**config.mk**
```make
export PLATFORM = sky130hd
export DESIGN_NAME = alu_seq
export DESIGN_NICKNAME = d
export VERILOG_FILES = /design/src/rtl/alu_seq_pkg.sv /design/src/rtl/alu_seq_alu.sv /design/src/rtl/alu_seq.sv
export SDC_FILE = /design/constraint.sdc
export NUM_CORES = 1
export LEC_CHECK = 0
export CORE_MARGIN = 2
export CORE_UTILIZATION = 60
export DETAILED_ROUTE_END_ITERATION = 8
export PLACE_DENSITY = 0.86
export SLEW_MARGIN = 25
export SYNTH_ARGS = -nofsm -noshare
export SYNTH_HDL_FRONTEND = slang
export SYNTH_HIERARCHICAL = 1
export SYNTH_SLANG_ARGS = --single-unit
```
**constraint.sdc**
```tcl
create_clock -name i_clk -period 9.45 [get_ports i_clk]
set_input_delay 1.89 -clock i_clk [delete_from_list [all_inputs] [get_ports i_clk]]
set_output_delay 1.89 -clock i_clk [all_outputs]
set_load 0.02 [all_outputs]
```
**src/rtl/alu_seq_pkg.sv**
```systemverilog
// Shared types for the alu sequencer slice.
// Op codes and sequencer state encoding.
package alu_seq_pkg;

  localparam logic [3:0] OP_NO  = 4'h0;
  localparam logic [3:0] OP_ADD = 4'h1;
  localparam logic [3:0] OP_SUB = 4'h2;
  localparam logic [3:0] OP_MUL = 4'h3;
  localparam logic [3:0] OP_AND = 4'h4;
  localparam logic [3:0] OP_OR  = 4'h5;
  localparam logic [3:0] OP_XOR = 4'h6;
  localparam logic [3:0] OP_ROL = 4'h7;

  typedef enum logic [2:0] {
    ST_IDLE  = 3'd0,
    ST_ISSUE = 3'd1,
    ST_WAIT  = 3'd2,
    ST_MLOOP = 3'd3,
    ST_RESP  = 3'd4
  } seq_state_t;

endpackage

```
**src/rtl/alu_seq_alu.sv**
```systemverilog
// Combinational op decode with a registered
// result: one cycle from inputs to o_data.
module alu
  import alu_seq_pkg::*;
#(
  parameter int WIDTH = 8
) (
  input  logic             i_clk,
  input  logic             i_rst_n,
  input  logic [3:0]       i_op,
  input  logic [WIDTH-1:0] i_a,
  input  logic [WIDTH-1:0] i_b,
  output logic [WIDTH-1:0] o_data
);

  logic [WIDTH-1:0] res;

  // Decode the op; anything unrecognised yields zero.
  always_comb begin
    res = '0;
    case (i_op)
      OP_ADD:  res = i_a + i_b;
      OP_SUB:  res = i_a - i_b;
      OP_AND:  res = i_a & i_b;
      OP_OR:   res = i_a | i_b;
      OP_XOR:  res = i_a ^ i_b;
      OP_ROL:  res = {i_a[WIDTH-2:0], i_a[WIDTH-1]};
      default: res = '0;
    endcase
  end

  // Register the result to give the fixed 1-cycle latency.
  always_ff @(posedge i_clk or negedge i_rst_n) begin
    if (!i_rst_n) o_data <= '0;
    else          o_data <= res;
  end

endmodule

```
**src/rtl/alu_seq.sv**
```systemverilog
// Request/response sequencer around the alu;
// adds shift-add MUL built on alu ADD.
module alu_seq
  import alu_seq_pkg::*;
#(
  parameter int WIDTH = 8
) (
  input  logic             i_clk,
  input  logic             i_rst_n,
  input  logic             i_req_valid,
  output logic             o_req_ready,
  input  logic [3:0]       i_op,
  input  logic [WIDTH-1:0] i_arg0,
  input  logic [WIDTH-1:0] i_arg1,
  output logic             o_rsp_valid,
  input  logic             i_rsp_ready,
  output logic [WIDTH-1:0] o_data,
  output logic             o_busy
);

  localparam int CW = $clog2(WIDTH) + 1;
  localparam logic [CW-1:0] LAST = CW'(WIDTH - 1);

  seq_state_t       state, state_nxt;
  logic [3:0]       op_q;
  logic [WIDTH-1:0] a_q, b_q, acc_q;
  logic [CW-1:0]    cnt_q;
  logic             ph_q;
  logic [3:0]       alu_op;
  logic [WIDTH-1:0] alu_a, alu_b, alu_q;
  logic             accept, mul_last;

  assign accept   = i_req_valid && (state == ST_IDLE);
  assign mul_last = (state == ST_MLOOP) && ph_q && (cnt_q == LAST);

  // MUL borrows the alu as an adder: acc + mcand.
  always_comb begin
    alu_op = op_q;
    alu_a  = a_q;
    alu_b  = b_q;
    if (state == ST_MLOOP) begin
      alu_op = OP_ADD;
      alu_a  = acc_q;
      alu_b  = a_q;
    end
  end

  alu #(.WIDTH(WIDTH)) u_alu (
    .i_clk   (i_clk),
    .i_rst_n (i_rst_n),
    .i_op    (alu_op),
    .i_a     (alu_a),
    .i_b     (alu_b),
    .o_data  (alu_q)
  );

  // State register.
  always_ff @(posedge i_clk or negedge i_rst_n) begin
    if (!i_rst_n) state <= ST_IDLE;
    else          state <= state_nxt;
  end

  // Next state and handshake outputs.
  always_comb begin
    state_nxt   = state;
    o_req_ready = 1'b0;
    o_rsp_valid = 1'b0;
    o_busy      = 1'b1;
    case (state)
      ST_IDLE: begin
        o_req_ready = 1'b1;
        o_busy      = 1'b0;
        if (i_req_valid)
          state_nxt = (i_op == OP_MUL) ? ST_MLOOP : ST_ISSUE;
      end
      ST_ISSUE: state_nxt = ST_WAIT;
      ST_WAIT:  state_nxt = ST_RESP;
      ST_MLOOP: if (mul_last) state_nxt = ST_RESP;
      ST_RESP: begin
        o_rsp_valid = 1'b1;
        if (i_rsp_ready) state_nxt = ST_IDLE;
      end
      default: state_nxt = ST_IDLE;
    endcase
  end

  // Operand capture, multiply iteration, result register.
  always_ff @(posedge i_clk or negedge i_rst_n) begin
    if (!i_rst_n) begin
      op_q   <= '0;
      a_q    <= '0;
      b_q    <= '0;
      acc_q  <= '0;
      cnt_q  <= '0;
      ph_q   <= 1'b0;
      o_data <= '0;
    end else if (accept) begin
      op_q  <= i_op;
      a_q   <= i_arg0;
      b_q   <= i_arg1;
      acc_q <= '0;
      cnt_q <= '0;
      ph_q  <= 1'b0;
    end else if (state == ST_WAIT) begin
      o_data <= alu_q;
    end else if (state == ST_MLOOP) begin
      ph_q <= ~ph_q;
      if (ph_q) begin
        if (b_q[0]) acc_q <= alu_q;
        a_q   <= a_q << 1;
        b_q   <= b_q >> 1;
        cnt_q <= cnt_q + 1'b1;
        if (mul_last) o_data <= b_q[0] ? alu_q : acc_q;
      end
    end
  end

endmodule

```
==> results.toml, run 1 <==
[status]
run_status = "complete, no violations"

[setup_path]
criticalPathCategory = "reg -> reg"
cp_slowest_stage_delay_ns = 0.84
worstSetupStartpointType = "flop"
cp_common_cell = "xnor2_1"
arrival_time_reported_for_the_critical_path_endpoint_ns = 4.61
timing.critical_path.to_type = "flop"
critical_path.max_fanout = 25
critPathTopFamily = "simple AND/OR/NAND/NOR gates"
crit_required_ns = 9.61
cp_num_buf_inv = 0
cells_traversed_along_the_worst_timing_path = "nand3b_1 -> nand2b_1 -> nor4b_4 -> a31oi_1 -> xnor2_1 -> ha_1 -> a21o_1 -> a31o_2 -> a21oi_1 -> xnor2_1 -> o22ai_1"
worst_path_max_delay_cell = "nand3b_1"

[clock_tree]
cts-root-to-sink-buffers = 2
clkSlewWorstSetupHoldPaths_ns = 0.10
cts_resized = 0
cts_tree = "yes"
tritoncts.num_buffers = 5
cts.sinks = 52
clock_tree.root_cell = "clkbuf_8"
clk_latency_ns = 0.31
ctsHoldBuffers = 0
cts-htree-levels = 2
post_cts_setup_buffer_count = 0

[sta]
timing.final.hold_violations = 0
timing_max_transition_violations_final = 0
setup_viol_count_final = 0
timing.fmax_ghz = 0.225
final_clock_skew_ns = 0.00831
max_slew_margin_pct = 39.2
worst_slew_pin_slew_ns = 0.909
setup_repair_after_global_routing_missed_its_margin = "no"
setup_ws_ns = 5.01
setup-tns-final_ns = 0
fin_crit_ns = 4.44
fin_crit_sh_pct = 47.0

[route]
drt-pass1-iter-count = 4
drcViolationCount = 0
dr.first_iter.drc_count = 180
drt-vias-per-instance = 6.13
drt-wirelength-per-cell_um = 16.9
dr_total_vias = 2922
ant_nets = 0
post_detailed_routing_wire_length_um = 8060

[synth]
post_synthesis_register_bit_count = 52
synth.yosys.seq_area_share_pct = 35.2
post-synth-top-area-cell = "dfrtp_1"
synth_cells = 382
synthesized_area_per_cell_um2 = 9.68
ys.flop_type = "dfrtp_1"
fraction_of_synthesized_cell_area_taken_by_the_top_area_cell_type_pct = 35.2
yosys-top-cells-area = "dfrtp_1 35%, ha_1 8.5%, mux2_2 5.8%, nand2_1 4.0%, inv_1 3.5%"
number_of_nets_in_the_synthesized_netlist = 432
yosysUniqueCellTypes = 54
synth.cell_area_um2 = 3700
synth_warnings = 6
synth_enable_flop_cells = 0
ys_async_sr_fraction_pct = 100

[global_routing]
grt_pass1_vias = 2830
grt_overflow = 0
grt_max_degree = 53
grt_antenna_before_repair = 0
overall_routing_resource_usage_pct = 25.8
global_route_wire_length_before_repair_um = 13500

[power_and_ir_drop]
ir_worst_vdd_mv = 0.231
leakage_uw = 0.00183
power.density_nw_per_um2 = 369

[cells_and_area]
total_area_of_multi_input_combinational_cells_um2 = 2130
final_net_count = 451
antenna_cells = 0
seq_area_um2 = 1300
synthToLayoutAreaGrowth_pct = 10.1
drive_gt1_share_pct = 10.9
number_of_fill_cells = 473

[floorplanning]
floorplan.initialDensity_pct = 62.1
placement_rows = 28
fp.dieW_um = 82.5
number_of_top_level_pins = 35
die-area_um2 = 6810
floorplan.die.height_um = 82.5
core-area_um2 = 5960

[placement]
place_congestion = 0.848
numPortBuffers = 34
post-place-ws_ns = 5.10
hpwl_um = 5950

[hold_path]
worst_hold_path_type = "reg -> reg"

[flow_run]
maxCapViolCount = 0
## worst paths after layout
kind	cells after the start	to	from	slack (ns)
setup / recovery	11	u_alu/o_data[7]	state[0]	5.01
max in group asynchronous	1	op_q[2]	i_rst_n	7.42
hold reg to reg	1	op_q[0]	op_q[0]	0.51
hold / removal	1	op_q[0]	op_q[0]	0.51
min in group asynchronous	1	cnt_q[2]	i_rst_n	1.57
setup reg to reg	11	u_alu/o_data[7]	state[0]	5.01
## power breakdown
part	leakage [uW]	switching, uW	total [uW]	internal (uW)
clock network	0.0000456	78.9	132	53.1
registers	0.000651	95.2	398	303
logic	0.00114	514	973	459
## routing by layer
| metal | part of all wire [%] | up-vias | track usage, % |
|---|---|---|---|
| li1 | - | 1397 | - |
| met1 | 44 | 1429 | 31.6 |
| met2 | 50 | 78 | 46.0 |
| met3 | 4.1 | 18 | 4.13 |
| met4 | 2.3 | 0 | 9.18 |
| met5 | 0 | - | 0 |
## per-stage QoR
step	total power [uW]	cell area [um2]	std cells	util, %	hold slack, ns
after CTS	1490	4070	477	68.4	0.513
after global placement	1310	3990	469	66.9	0.492
final	1500	4070	477	68.4	0.513
after global routing	1630	4070	477	68.4	0.520
after detailed placement	1360	3990	469	67.0	0.486
after floorplan	1150	3700	382	-	0.472
## registers in the layout (all words and copies together), names as in the netlist
| signal | count |
|---|---|
| a_q | 8 |
| acc_q | 8 |
| b_q | 8 |
| o_data | 8 |
| u_alu/o_data | 8 |
| cnt_q | 4 |
| op_q | 4 |
| state | 3 |
| ph_q | 1 |
## cell usage in the layout, fill, tap and decap left out, types with 2 or more instances in the layout
| master | netlist | layout |
|---|---|---|
| or4b_1 | 2 | 2 |
| a211oi_1 | 9 | 9 |
| mux4_2 | 2 | 2 |
| a22o_1 | 8 | 8 |
| a31oi_1 | 18 | 18 |
| nor3b_1 | 8 | 8 |
| and2_1 | 9 | 9 |
| ha_1 | 25 | 25 |
| xnor2_1 | 11 | 11 |
| mux2_4 | 4 | 4 |
| xor2_1 | 2 | 2 |
| inv_1 | 34 | 34 |
| or3_1 | 2 | 2 |
| nor3_1 | 3 | 3 |
| nor2b_1 | 5 | 5 |
| clkbuf_8 | 0 | 5 |
| nand2_1 | 39 | 39 |
| o22ai_1 | 12 | 12 |
| nand3b_1 | 2 | 2 |
| a21o_1 | 4 | 4 |
| dfrtp_1 | 52 | 52 |
| a21oi_1 | 13 | 13 |
| mux2i_1 | 4 | 4 |
| mux2_2 | 19 | 19 |
| a2111oi_0 | 6 | 6 |
| nand3_1 | 7 | 7 |
| and4b_1 | 2 | 2 |
| nand2b_1 | 3 | 3 |
| a221oi_1 | 2 | 2 |
| clkdlybuf4s50_1 | 0 | 33 |
| nor2_1 | 25 | 25 |
| mux4_1 | 2 | 2 |
| o21ai_0 | 7 | 7 |
| nor4b_4 | 2 | 2 |
| o21ai_1 | 2 | 2 |
## logic make-up (layout without fill, tap and decap cells)
logic type	Yosys count	after routing	share of synthesized area [%]
AND/OR/NAND/NOR	117	117	17.9
AO/OA/AOI/OAI	86	86	15.8
XOR/XNOR	13	13	3.08
flip-flops	52	52	35.2
buffers and inverters	56	76	7.31
adder cells (fa/ha/maj)	26	26	9.00
multiplexers	32	32	11.7
## final cells by class
class	instances	share of cell area (%)
multi-input cells	274	52.2
flip-flops and latches	52	31.9
repair buffers	34	8.29
inverters	34	3.13
well taps	75	2.30
clock buffers	6	1.78
clock inverters	2	0.338
## synthesized netlist by cell type, drive strengths merged, types with 7 or more instances
cell type	count
dfrtp	52
and2	9
buf	16
a31oi	19
nor2	26
a21oi	13
mux2	23
inv	34
o21ai	9
o22ai	13
xnor2	11
ha	25
nand2	39
a22o	8
nand3	7
a211oi	9
nor3b	8
No activity file was read; power rests on OpenSTA's default activity.
==> run 2, diff against run 1 <==
Settings changed: CORE_UTILIZATION 60 to 52, PLACE_DENSITY 0.86 to 0.79.
Clock period 9.45 ns to 3.6 ns, I/O delays scaled along.
==> results.toml, run 2 (synthesis gave the netlist of run 1 again) <==
[status]
run_status = "complete, no violations"

[route]
ant_nets = 0
post_detailed_routing_wire_length_um = 8500
drt-vias-per-instance = 5.82
drcViolationCount = 0
drt-wirelength-per-cell_um = 16.7
dr.first_iter.drc_count = 166
dr_total_vias = 2964
drt-pass1-iter-count = 4

[sta]
whs_ns = 0.428
timing.final.hold_violations = 0
timing.fmax_ghz = 0.320
final_clock_skew_ns = 0.0112
max_slew_margin_pct = 54.1
setup_viol_count_final = 0
setup_repair_after_global_routing_missed_its_margin = "no"
fin_crit_ns = 3.12
fin_crit_sh_pct = 86.8
setup-tns-final_ns = 0
timing_max_transition_violations_final = 0
worst_slew_pin_slew_ns = 0.683

[cells_and_area]
drive_gt1_share_pct = 13.3
layout.cells.most_common = "dfrtp_1"
synthToLayoutAreaGrowth_pct = 13.3
final_net_count = 462
final_util_pct = 61.3
layoutNonFillerInstCount = 509
final_area_um2 = 4190
layout_common_cells = "52 x dfrtp_1, 39 x nand2_1, 34 x inv_1"
antenna_cells = 0

[clock_tree]
cts.sinks = 52
cts_resized = 0
clock_tree.root_cell = "clkbuf_8"
cts_tree = "yes"
clk_latency_ns = 0.31
cts-root-to-sink-buffers = 2
clkSlewWorstSetupHoldPaths_ns = 0.09
tritoncts.num_buffers = 5
cts-htree-levels = 2

[setup_path]
cp_slowest_stage_delay_ns = 0.41
critPathTopFamily = "compound AO/OA/AOI/OAI gates"
worstRegToRegCells = 13
rr_endpoint = "u_alu/o_data[7]"
worstSetupStartpointType = "flop"
startpoint = "state[0]"
timing.critical_path.to_type = "flop"
cp-endpoint = "u_alu/o_data[7]"
crit_required_ns = 3.76
setup.reg_to_reg.worst_slack_ns = 0.48
cp_num_cells = 13
criticalPathCategory = "reg -> reg"
critical_path.max_fanout = 10
cells_traversed_along_the_worst_timing_path = "nand3b_1 -> buf_4 -> buf_4 -> mux2_2 -> nor3_1 -> a31oi_1 -> xnor2_1 -> ha_1 -> a21o_1 -> a31o_2 -> a21oi_1 -> xnor2_1 -> o22ai_1"
arrival_time_reported_for_the_critical_path_endpoint_ns = 3.28
worst_path_max_delay_cell = "dfrtp_1"
r2r-start = "state[0]"
cp_num_buf_inv = 2

[floorplanning]
die-area_um2 = 7800
placement_rows = 30
fp.dieW_um = 88.3
floorplan.die.height_um = 88.3
number_of_top_level_pins = 35
core-area_um2 = 6830
floorplan.initialDensity_pct = 54.1

[global_routing]
grt_antenna_before_repair = 0
grt_max_degree = 53
grt_overflow = 0
global_route_wire_length_before_repair_um = 14000
overall_routing_resource_usage_pct = 23.1
grt_pass1_vias = 2919

[hold_path]
worst_hold_path_type = "in -> async"

[power_and_ir_drop]
power.share.clock_pct = 8.6
leakage_uw = 0.00188
combPwrFrac_pct = 66.5
power.density_nw_per_um2 = 964
netSwitchingFraction_pct = 45.3
power_frac_seq_pct = 24.8
cellInternalPower_uw = 2210
ir_worst_vdd_mv = 0.427
netSwitchingPower_uw = 1830

[placement]
placed_cell_area_um2 = 4070
hpwl_um = 6340
numPortBuffers = 34
place_congestion = 0.847
place_inst = 497

[flow_run]
maxCapViolCount = 0
-- run 2: layout make-up --
type                    instances  area (um2)
clock inverters                 1        7.51
inverters                      34         128
well taps                      96         120
fillers                       597        2640
flip-flops and latches         52        1300
multi-input cells             274        2130
repair buffers                 45         420
clock buffers                   7        86.3
-- run 2: worst min-delay path by stage --
stage / startpoint / to / slack, ns
2_1_floorplan: i_rst_n / a_q[0] / 0.42
3_3_place_gp: op_q[3] / op_q[3] / 0.49
3_5_place_dp: op_q[3] / op_q[3] / 0.50
4_1_cts: i_rst_n / cnt_q[3] / 0.46
5_1_grt: i_rst_n / state[0] / 0.49
6_report: i_rst_n / cnt_q[3] / 0.43
-- run 2: power groups by stage --
stage          clock, uW  sequential [uW]  combinational [uW]
6_report             349             1000                2690
5_1_grt              377             1030                2960
2_1_floorplan          0              979                2050
3_5_place_dp           0             1010                2620
4_1_cts              355             1000                2650
3_3_place_gp           0             1000                2510
-- run 2: repair_timing --
action,in CTS,in global routing
setup buffers,0,4
endpoints found under the setup margin,0,2
hold buffers,0,0
-- run 2: layer usage --
layer / part of all wire, % / wire [um] / GRT usage, %
met2: 51 / 4340 / 41.8
met3: 4.2 / 357 / 3.82
met5: 0 / 0 / 0
met4: 1.3 / 110 / 6.61
met1: 43 / 3690 / 28.3
-- run 2: per-stage QoR --
| step | power, uW | setup WS (ns) |
|---|---|---|
| 6_report | 4040 | 0.476 |
| 5_1_grt | 4370 | 0.350 |
| 4_1_cts | 4010 | 0.235 |
| 3_5_place_dp | 3630 | 0.265 |
| 3_3_place_gp | 3510 | 0.433 |
| 2_1_floorplan | 3020 | 0.574 |
==> run 3, diff against run 2 <==
--- a/config.mk
+++ b/config.mk
@@ -8,5 +8,5 @@
 export CORE_MARGIN = 2
-export CORE_UTILIZATION = 52
+export CORE_UTILIZATION = 35
 export DETAILED_ROUTE_END_ITERATION = 8
-export PLACE_DENSITY = 0.79
+export PLACE_DENSITY = 0.58
 export SLEW_MARGIN = 25
==> constraint.sdc (replaced) <==
create_clock -name i_clk -period 3.6 [get_ports i_clk]
set_input_delay 0.54 -clock i_clk [delete_from_list [all_inputs] [get_ports i_clk]]
set_output_delay 0.54 -clock i_clk [all_outputs]
set_load 0.02 [all_outputs]
==> results.toml, run 3 (synthesis gave the netlist of run 1 again) <==
[clock_tree]
cts.sinks = 52
cts-htree-levels = 2
clock_tree.root_cell = "clkbuf_8"
cts-root-to-sink-buffers = 2
tritoncts.num_buffers = 5
cts_resized = 0
cts_tree = "yes"
clk_latency_ns = 0.32
ctsHoldBuffers = 0
post_cts_setup_buffer_count = 0
clkSlewWorstSetupHoldPaths_ns = 0.10

[power_and_ir_drop]
ir_worst_vdd_mv = 0.355
netSwitchingFraction_pct = 45.2
netSwitchingPower_uw = 1810
leakage_uw = 0.00189
combPwrFrac_pct = 66.5
power.share.clock_pct = 8.5
power_frac_seq_pct = 25.0
cellInternalPower_uw = 2190
power.density_nw_per_um2 = 942

[setup_path]
arrival_time_reported_for_the_critical_path_endpoint_ns = 3.26
criticalPathCategory = "reg -> reg"
crit_required_ns = 3.75
critical_path.max_fanout = 13
worstSetupStartpointType = "flop"
timing.critical_path.to_type = "flop"

[global_routing]
grt_pass1_vias = 2902
global_route_wire_length_before_repair_um = 14700
overall_routing_resource_usage_pct = 16.2
grt_overflow = 0
grt_max_degree = 38
grt_antenna_before_repair = 0

[placement]
place_congestion = 0.860
numPortBuffers = 34
hpwl_um = 6600

[route]
drt-wirelength-per-cell_um = 15.7
drcViolationCount = 0
dr_total_vias = 2863
drt-vias-per-instance = 5.21
drt-pass1-iter-count = 4
ant_nets = 0
post_detailed_routing_wire_length_um = 8650
dr.first_iter.drc_count = 174

[sta]
setup-tns-final_ns = 0
fin_crit_ns = 3.10
timing.fmax_ghz = 0.322
max_slew_margin_pct = 44.1
final_clock_skew_ns = 0.0167
timing_max_transition_violations_final = 0
timing.final.hold_violations = 0
fin_crit_sh_pct = 86.2
setup_repair_after_global_routing_missed_its_margin = "no"
worst_slew_pin_slew_ns = 0.838
setup_viol_count_final = 0

[floorplanning]
floorplan.initialDensity_pct = 36.0
floorplan.die.height_um = 107
placement_rows = 37
fp.dieW_um = 107
die-area_um2 = 11400
core-area_um2 = 10300
number_of_top_level_pins = 35

[flow_run]
maxCapViolCount = 0

[cells_and_area]
final_net_count = 462
antenna_cells = 0
layout_common_cells = "52 x dfrtp_1, 39 x nand2_1, 34 x inv_1"
final_util_pct = 41.3
layout.cells.most_common = "dfrtp_1"
drive_gt1_share_pct = 13.1
synthToLayoutAreaGrowth_pct = 14.7
number_of_fill_cells = 1024

[status]
run_status = "complete, no violations"

[hold_path]
worst_hold_path_type = "in -> async"
==> run 3: worst paths after layout <==
| check | cells after the start | slack (ns) | to | startpoint |
|---|---|---|---|---|
| max | 12 | 0.50 | u_alu/o_data[7] | state[2] |
| min | 1 | 0.32 | cnt_q[2] | i_rst_n |
| max reg2reg | 12 | 0.50 | u_alu/o_data[7] | state[2] |
| min reg2reg | 1 | 0.52 | cnt_q[0] | cnt_q[0] |
| max in group asynchronous | 2 | 2.53 | u_alu/o_data[2] | i_rst_n |
| min in group i_clk | 1 | 0.52 | cnt_q[0] | cnt_q[0] |
==> run 3: area by class of cell <==
cell class	instances	area [um2]	area share [%]
Multi-Input combinational cell	274	2130	50.1
Sequential cell	52	1300	30.7
Timing Repair Buffer	45	430	10.1
Tap cell	136	170	4.01
Inverter	34	128	3.01
Clock buffer	7	76.3	1.80
Clock inverter	1	8.76	0.206
==> run 3: power groups by stage <==
stage	combinational [uW]	clock, uW	sequential (uW)
2_1_floorplan	2050	0	979
3_3_place_gp	2570	0	1010
3_5_place_dp	2630	0	1010
4_1_cts	2640	348	1000
5_1_grt	2980	375	1030
6_report	2660	341	997
==> run 3: per-stage QoR <==
step | instance area (um2) | hold slack (ns) | std cells | total power (uW) | worst slack, ns
CTS | 4210 | 0.357 | 546 | 3990 | 0.125
global route | 4240 | 0.391 | 549 | 4380 | 0.304
global placement | 4120 | 0.501 | 538 | 3580 | 0.262
finish | 4240 | 0.318 | 549 | 3990 | 0.496
detailed placement | 4120 | 0.505 | 538 | 3640 | 0.151
floorplan | 3700 | 0.244 | 382 | 3020 | 0.574
==> run 3: metal layers <==
metal  routed length [um]  up-vias  GRT usage, %
met1                 4020     1378          21.4
met5                    0        -             0
met2                 4250       57          27.8
met4                   97        0          3.99
li1                     -     1421             -
met3                  275        7          2.43
==> run 3: worst max-delay path, stage by stage (launching register included) <==
cell and delay (ns):
dfrtp_1 0.38, nand3b_1 0.23, buf_12 0.19, and2_1 0.23, nor4b_4 0.49, a31oi_1 0.11, xnor2_1 0.16, ha_1 0.35
a21o_1 0.21, a31o_2 0.21, a21oi_1 0.14, xnor2_1 0.13, o22ai_1 0.11
